`src/rtl/systolic_pkg.sv`:
```
// Shared arbiter types: FSM state encoding and fixed requester identifiers.
package systolic_pkg;

    typedef enum logic {
        ARB = 1'b0,
        OWN = 1'b1
    } arb_state_t;

    localparam int unsigned REQ_HOST = 0;
    localparam int unsigned REQ_A    = 1;
    localparam int unsigned REQ_B    = 2;
    localparam int unsigned REQ_C    = 3;

endpackage

```
`src/rtl/sram_port_arbiter_rr_pick.sv`:
```
// Wrap-around priority picker: first valid index at or after ptr, modulo N.
module rr_pick #(
    parameter int unsigned N = 4,
    parameter int unsigned W = 2
) (
    input  logic [N-1:0] valid,
    input  logic [W-1:0] ptr,
    output logic [W-1:0] winner,
    output logic         any
);

    // Scan N positions starting at ptr; the first hit wins.
    always_comb begin
        int unsigned idx;
        idx    = 0;
        winner = '0;
        any    = 1'b0;
        for (int unsigned i = 0; i < N; i++) begin
            idx = (32'(ptr) + i) % N;
            if (!any && valid[idx]) begin
                winner = W'(idx);
                any    = 1'b1;
            end
        end
    end

endmodule

```
`src/rtl/sram_port_arbiter.sv`:
```
// Round-robin SRAM port arbiter with locked bursts and a 2-stage read-ID pipeline.
module sram_port_arbiter
    import systolic_pkg::*;
#(
    parameter  int unsigned NUM_REQ    = 4,
    parameter  int unsigned ADDR_WIDTH = 10,
    parameter  int unsigned DATA_WIDTH = 32,
    parameter  int unsigned MAX_BURST  = 16,
    localparam int unsigned ID_W       = (NUM_REQ > 1) ? $clog2(NUM_REQ) : 1,
    localparam int unsigned CNT_W      = (MAX_BURST > 1) ? $clog2(MAX_BURST) : 1
) (
    input  logic                          clk,
    input  logic                          rst_n,
    input  logic [NUM_REQ-1:0]            req_valid,
    output logic [NUM_REQ-1:0]            req_ready,
    input  logic [NUM_REQ-1:0]            req_we,
    input  logic [NUM_REQ-1:0]            req_lock,
    input  logic [NUM_REQ*ADDR_WIDTH-1:0] req_addr,
    input  logic [NUM_REQ*DATA_WIDTH-1:0] req_wdata,
    output logic [NUM_REQ-1:0]            rsp_valid,
    output logic [DATA_WIDTH-1:0]         rsp_rdata,
    output logic                          mem_en,
    output logic                          mem_we,
    output logic [ADDR_WIDTH-1:0]         mem_addr,
    output logic [DATA_WIDTH-1:0]         mem_wdata,
    input  logic [DATA_WIDTH-1:0]         mem_rdata,
    output logic [ID_W-1:0]               grant_id,
    output logic                          busy
);

    arb_state_t             state, state_nxt;
    logic [ID_W-1:0]        owner, owner_nxt;
    logic [ID_W-1:0]        rr_ptr, rr_ptr_nxt;
    logic [CNT_W-1:0]       burst_cnt, burst_cnt_nxt;
    logic [ID_W-1:0]        winner;
    logic                   any_valid;
    logic                   fire;
    logic                   p1_valid, p2_valid;
    logic [ID_W-1:0]        p1_id, p2_id;
    logic [DATA_WIDTH-1:0]  rdata_hold;

    rr_pick #(
        .N (NUM_REQ),
        .W (ID_W)
    ) u_pick (
        .valid  (req_valid),
        .ptr    (rr_ptr),
        .winner (winner),
        .any    (any_valid)
    );

    // Next-state, grant and handshake decode.
    always_comb begin
        state_nxt     = state;
        owner_nxt     = owner;
        rr_ptr_nxt    = rr_ptr;
        burst_cnt_nxt = burst_cnt;
        req_ready     = '0;
        fire          = 1'b0;
        case (state)
            ARB: begin
                if (any_valid) begin
                    state_nxt     = OWN;
                    owner_nxt     = winner;
                    rr_ptr_nxt    = (winner == ID_W'(NUM_REQ - 1)) ? '0 : winner + 1'b1;
                    burst_cnt_nxt = '0;
                end
            end
            OWN: begin
                req_ready[owner] = 1'b1;
                fire             = req_valid[owner];
                if (!req_valid[owner]) begin
                    state_nxt = ARB;
                end else if (!req_lock[owner] || burst_cnt == CNT_W'(MAX_BURST - 1)) begin
                    state_nxt = ARB;
                end else begin
                    burst_cnt_nxt = burst_cnt + 1'b1;
                end
            end
            default: state_nxt = ARB;
        endcase
    end

    // Arbitration state registers.
    always_ff @(posedge clk or negedge rst_n) begin
        if (!rst_n) begin
            state     <= ARB;
            owner     <= ID_W'(REQ_HOST);
            rr_ptr    <= '0;
            burst_cnt <= '0;
        end else begin
            state     <= state_nxt;
            owner     <= owner_nxt;
            rr_ptr    <= rr_ptr_nxt;
            burst_cnt <= burst_cnt_nxt;
        end
    end

    // Register the owner's command toward the SRAM; address/data hold between fires.
    always_ff @(posedge clk or negedge rst_n) begin
        if (!rst_n) begin
            mem_en    <= 1'b0;
            mem_we    <= 1'b0;
            mem_addr  <= '0;
            mem_wdata <= '0;
        end else begin
            mem_en <= fire;
            mem_we <= fire & req_we[owner];
            if (fire) begin
                mem_addr  <= req_addr[owner*ADDR_WIDTH +: ADDR_WIDTH];
                mem_wdata <= req_wdata[owner*DATA_WIDTH +: DATA_WIDTH];
            end
        end
    end

    // Carry the reader's ID alongside the SRAM latency so responses route after ownership moves.
    always_ff @(posedge clk or negedge rst_n) begin
        if (!rst_n) begin
            p1_valid   <= 1'b0;
            p1_id      <= '0;
            p2_valid   <= 1'b0;
            p2_id      <= '0;
            rdata_hold <= '0;
        end else begin
            p1_valid <= fire & ~req_we[owner];
            p1_id    <= owner;
            p2_valid <= p1_valid;
            p2_id    <= p1_id;
            if (p2_valid) begin
                rdata_hold <= mem_rdata;
            end
        end
    end

    // Response strobe and data: live SRAM data on the response cycle, held value otherwise.
    always_comb begin
        rsp_valid = '0;
        if (p2_valid) begin
            rsp_valid[p2_id] = 1'b1;
        end
        rsp_rdata = p2_valid ? mem_rdata : rdata_hold;
    end

    assign grant_id = owner;
    assign busy     = (state == OWN) | p1_valid | p2_valid;

endmodule

```
`config.mk`:
```
export PLATFORM = sky130hd
export DESIGN_NAME = sram_port_arbiter
export DESIGN_NICKNAME = d
export VERILOG_FILES = /design/src/rtl/systolic_pkg.sv /design/src/rtl/sram_port_arbiter_rr_pick.sv /design/src/rtl/sram_port_arbiter.sv
export SDC_FILE = /design/constraint.sdc
export NUM_CORES = 1
export LEC_CHECK = 0
export ABC_CLOCK_PERIOD_IN_PS = 3200
export CAP_MARGIN = 20
export CORE_AREA = 2 2 115 117
export DETAILED_ROUTE_END_ITERATION = 10
export DIE_AREA = 0 0 117 119
export PLACE_DENSITY = 0.89
export SYNTH_ARGS = -nofsm -noshare
export SYNTH_HDL_FRONTEND = slang
export SYNTH_SLANG_ARGS = --single-unit
```
`constraint.sdc`:
```
create_clock -name clk -period 3.2 [get_ports clk]
set_clock_uncertainty 0.15 [all_clocks]
set_input_delay 0.8 -clock clk [delete_from_list [all_inputs] [get_ports clk]]
set_output_delay 0.8 -clock clk [all_outputs]
set_load 0.01 [all_outputs]
```
# After elaboration in Yosys (flattened, before gate mapping)

Cells that the tools add are included.

$add $sub $neg: 5
$mul: 1
Magnitude comparators: 8
Eq/ne operators: 5
Shift-type cells: 2
Mux-type cells: 39
Bitwise operators: 6
Reductions and logical operators: 12

Operator list:

| kind                                                                   | number |
|---|---|
| 128-bit by 8-bit variable part select with 32-bit output               | 1 |
| 40-bit by 7-bit variable part select with 10-bit output                | 1 |
| 32-bit two-way mux                                                     | 1 |
| 4-bit two-way mux                                                      | 5 |
| 2-bit by 3-bit < comparator with 1-bit output (second input constant)  | 6 |
| 1-bit two-way mux                                                      | 17 |
| 1-bit binary-select mux with 2-bit select                              | 7 |
| 2-bit two-way mux                                                      | 5 |
| 4-bit case mux with 2 select lines                                     | 1 |
| 1-bit logical AND                                                      | 5 |
| 2-bit by 3-bit multiplier with 5-bit output (second input constant)    | 1 |
| 2-bit by 1-bit adder with 2-bit output (second input constant)         | 2 |
| 2-bit adder (second input constant)                                    | 2 |
| 4-bit by 1-bit adder with 4-bit output (second input constant)         | 1 |
| 1-bit demux with 2-bit select                                          | 2 |
| 4-bit equality test (second input constant)                            | 1 |
| 2-bit by 1-bit >= comparator with 1-bit output (second input constant) | 2 |
| 1-bit logical NOT                                                      | 4 |
| 2-bit != test (second input constant)                                  | 2 |
| 3-bit AND reduction                                                    | 1 |
| 1-bit bitwise AND                                                      | 2 |
| 2-bit equality test (second input constant)                            | 1 |
| 2-bit by 1-bit != test with 1-bit output (second input constant)       | 1 |
| 1-bit inverter                                                         | 2 |
| other kinds (4)                                                        | 5 |

Flip-flop bits (word level): 91
Output and inout bits: 87
Word-level logic and storage cells: 91

# Depth between registers and ports, before layout

Depth after elaboration: 14
Depth in mapped cells: 7
Mapped depth without buffers: 6

# Modules after synthesis

From an unflattened synthesis, not the netlist that was laid out.

Cells, all modules: 290
Area total of the unflattened synthesis: 4,628.2 µm²

Modules (own cells, without submodules):

| module            | times used | cells an instance | area each (µm²) | seq. area each (µm²) |
|---|---|---|---|---|
| sram_port_arbiter | 1          | 275               | 4,550.6         | 2,277.2 |
| rr_pick           | 1          | 15                | 77.6            | 0.0 |

# Worst setup path after synthesis

No wires, ideal clock.

Kind: flip-flop to output port
From: reg p2_valid
To: out rsp_rdata[10]
Data arrival time: 1.237 ns
Data required time: 2.250 ns
Setup slack: 1.013 ns
Cell stages (with the launch flop): 4
Buffers on the path: 2
Cell sequence: dfrtp_1 > buf_2 > buf_1 > mux2_2

Cells in the longest elaborated chain, start to end: 1

Ends and longest elaborated chain:

| element                  | line                     | source |
|---|---|---|
| start: declaration       | sram_port_arbiter.sv:38  | `logic p1_valid, p2_valid;` |
| start signal: assignment | sram_port_arbiter.sv:127 | `p2_valid <= p1_valid;` |
| 32-bit two-way mux       | n/a                      |  |
| end: declaration         | sram_port_arbiter.sv:21  | `output logic [DATA_WIDTH-1:0] rsp_rdata,` |

Every way passes these cells.

# Worst setup path after layout

From: reg p2_valid
To: out rsp_rdata[5]

Same word-level chain as after synthesis.

==> metrics.txt <==
Worst EP required=between 2 and 2.5 ns; Clock Power Share=about 17%; Post-DP HPWL=around 12 mm; # resized after CTS=0; Die Span Y=approximately 120 um; switching power=roughly 2.5 mW; Slowest cell on crit path=clkdlybuf4s50_1; GRT Overall Usage=21.6%; CTS root buffer=clkbuf_16; pre-CTS setup slack=about 0.26 ns; total vias in the final route=approximately 4.2k; total power draw=7.23 mW; later-pin clock latency in the skew report=about 0.33 ns; crit share post-route=~95%; Bufs on Longest Clock Path=2; Syn Nets=between 500 and 600; post-layout min period=3.03 ns; largest net degree at the start of global routing=53; # IOs=around 300; Synth top area share=between 40% and 50%; # DRC=0; worst rel slew slack=between 40% and 50%; arrival time worst endpoint=roughly 2.1 ns; Final #Nets=approximately 890; Max Cap Viol=0; Mean Syn Cell Area=12.1 sq um; CP Cell Sequence=buf_4 > mux2_2 > clkdlybuf4s50_1; Mapped Area=4580 sq um; Initial Utilization=between 30% and 40%; setup slack after layout=0.171 ns; Final TNS setup=0 ns; Die ar.=13900 sq um; Highest Clock Rate=0.330 GHz; Layout fillers=around 960; YS warnings=0; input/output buffers=300; Synth Instances=between 300 and 400; internal power=between 4 and 5 mW; Seq/Total Area, Yosys=~50%; Clock transition at path regs=roughly 0.07 ns; Routed Antenna Nets=0; vias in the first global route=~4.4k; synth top area cells=dfrtp_1 (50%), mux4_2 (22%), nand2_1 (11%), mux2_2 (7.9%), buf_2 (1.2%); grt total ovfl=0; first-pass GRT wire length=22.8 mm; Worst Setup End Kind=output port; Hold Vio Cnt, Final=0; R2R Path Start=grant_id[1]$_DFFE_PN0P_; initial antenna violation count=1; CP endpoint=rsp_rdata[5]; Crit Path Category=reg2out; CTS sink count=91; WL/cell=between 15 and 20 um; Critical Path Fanout Max=33; Core Area=12900 sq um; Rows=42; WL final=around 15 mm; Setup Buffers After CTS=0; Leak Pwr=~3.4 nW; final core occ=roughly 63%; hold path cells=0; Synth area leader=dfrtp_1; status=finished, final reports clean; r2r endpoint=burst_cnt[3]$_DFFE_PN0P_; routability congestion estimate=approximately 0.84; Startpoint Class=register; Post-CTS Hold Fix Bufs=0; slowest stage delay, CP=~0.52 ns; post-synth cell types=35; number of iterations in the first detailed-routing pass=4; # H-tree levels=3; Worst Setup SP=p2_valid$_DFF_PN0_; vias per cell=4.89; Seq pwr share=28.5%; final slew viol count=0; Power Density=approximately 890 nW/um^2; RSZ-0062 raised after global routing=false; Min-Delay Path Class=reg2reg; P&R area growth vs syn=76.8%; Least-Margin Pin Slew=between 0.7 and 0.8 ns; switching power share of the total=34.8%; CTS buffer count=9; share of layout cells above drive strength 1=between 15 and 20%; CTS tree=built; 1st-iter DRT viols=between 150 and 200; maximum vdd drop=490 uV; FF-to-FF setup slack=around 0.84 ns; worst-case reg-to-reg path depth=6; Die Span X=between 100 and 150 um; final setup vio count=0; Gate power share=approximately 55%; post-synthesis sequential element count=between 90 and 100
kinds of logic (layout without fill, tap and decap cells):
kind of cell	after synthesis	count (layout)	synth area share [%]
AO/OA/AOI/OAI	14	14	1.99
XOR/XNOR	1	1	0.191
adder cells (fa/ha/maj)	1	1	0.273
buffers and inverters	29	328	3.00
flip-flops	91	91	49.7
multiplexers	81	81	30.6
other	0	1	0
AND/OR/NAND/NOR	161	161	14.2
per-layer routing:
layer	GRT usage [%]	vias to the layer above	routed length, um
li1	-	1911	-
met1	25.1	2000	5650
met2	37.7	236	7660
met3	5.39	31	1420
met4	8.75	0	481
met5	0	-	0
stage by stage:
stage	hold WS, ns	cell area [sq um]	cells
finish	0.200	8100	854
global route	0.221	8100	854
CTS	0.203	8100	853
detailed placement	0.187	7750	837
global placement	0.182	7750	837
floorplan	0.181	4580	378
how the worst min path moves through the flow:
stage | from | end | slack [ns]
after CTS | p1_id[1]$_DFF_PN0_ | p2_id[1]$_DFF_PN0_ | 0.20
after detailed placement | p1_id[1]$_DFF_PN0_ | p2_id[1]$_DFF_PN0_ | 0.19
after global placement | p1_id[1]$_DFF_PN0_ | p2_id[1]$_DFF_PN0_ | 0.18
after floorplan | p1_id[0]$_DFF_PN0_ | p2_id[0]$_DFF_PN0_ | 0.18
final | p1_id[1]$_DFF_PN0_ | p2_id[1]$_DFF_PN0_ | 0.20
after global routing | p1_id[1]$_DFF_PN0_ | p2_id[1]$_DFF_PN0_ | 0.22
cell usage after synthesis (all sizes together):
library cell	n
nand2	139
dfrtp	91
mux4	44
mux2	32
buf	16
nor2	9
clkbuf	8
o21ai	6
mux2i	5
inv	4
a21oi	3
nand2b	3
nor4	2
a21boi	1
a21o	1
a311oi	1
and2	1
and3	1
and3b	1
clkinv	1
ha	1
nand3	1
nand4	1
nor3b	1
o22a	1
o2bb2a	1
or2	1
or3	1
xnor2	1
worst max-delay path, delay by kind of cell (launching register included):
| family | cells | cell delay (ns) |
|---|---|---|
| mux | 1 | 0.41 |
| buf+inv | 2 | 0.92 |
| flops | 1 | 0.40 |
sequential cells by signal (all words and copies together), names as in the netlist:
name,cells
burst_cnt,4
state,1
p1_id,2
mem_addr,10
rdata_hold,32
rr_ptr,2
p1_valid,1
mem_we,1
p2_id,2
mem_en,1
p2_valid,1
mem_wdata,32
grant_id,2
final cells by class:
| class | count | area (sq um) | share of cell area, % |
|---|---|---|---|
| Tap cell | 176 | 220 | 2.72 |
| Timing Repair Buffer | 307 | 3070 | 37.8 |
| Clock buffer | 10 | 229 | 2.83 |
| Antenna cell | 1 | 2.50 | 0.0309 |
| Multi-Input combinational cell | 258 | 2170 | 26.8 |
| Sequential cell | 91 | 2280 | 28.2 |
| Clock inverter | 6 | 114 | 1.41 |
| Inverter | 5 | 18.8 | 0.232 |
cells in the final DEF (no fill, tap or decap), types with 2 or more instances in the layout:
cell type,count
a21oi_1,3
buf_4,7
bufinv_16,3
clkbuf_16,9
clkdlybuf4s50_1,299
clkinvlp_4,2
dfrtp_1,89
inv_1,4
mux2_2,32
mux2i_1,5
mux4_2,44
nand2_1,137
nand2_2,2
nand2b_1,3
nor2_1,8
nor4_1,2
o21ai_0,4
power groups by stage:
stage                     clock network [mW]  logic [mW]  registers (mW)
final                                   1.20        3.97            2.06
after global routing                    1.28        4.30            2.12
after CTS                               1.23        4.01            2.06
after detailed placement                   0        4.01            2.08
after global placement                     0        3.89            2.04
after floorplan                            0        2.08            2.08
Note: power is estimated with default switching activity, not from simulation.
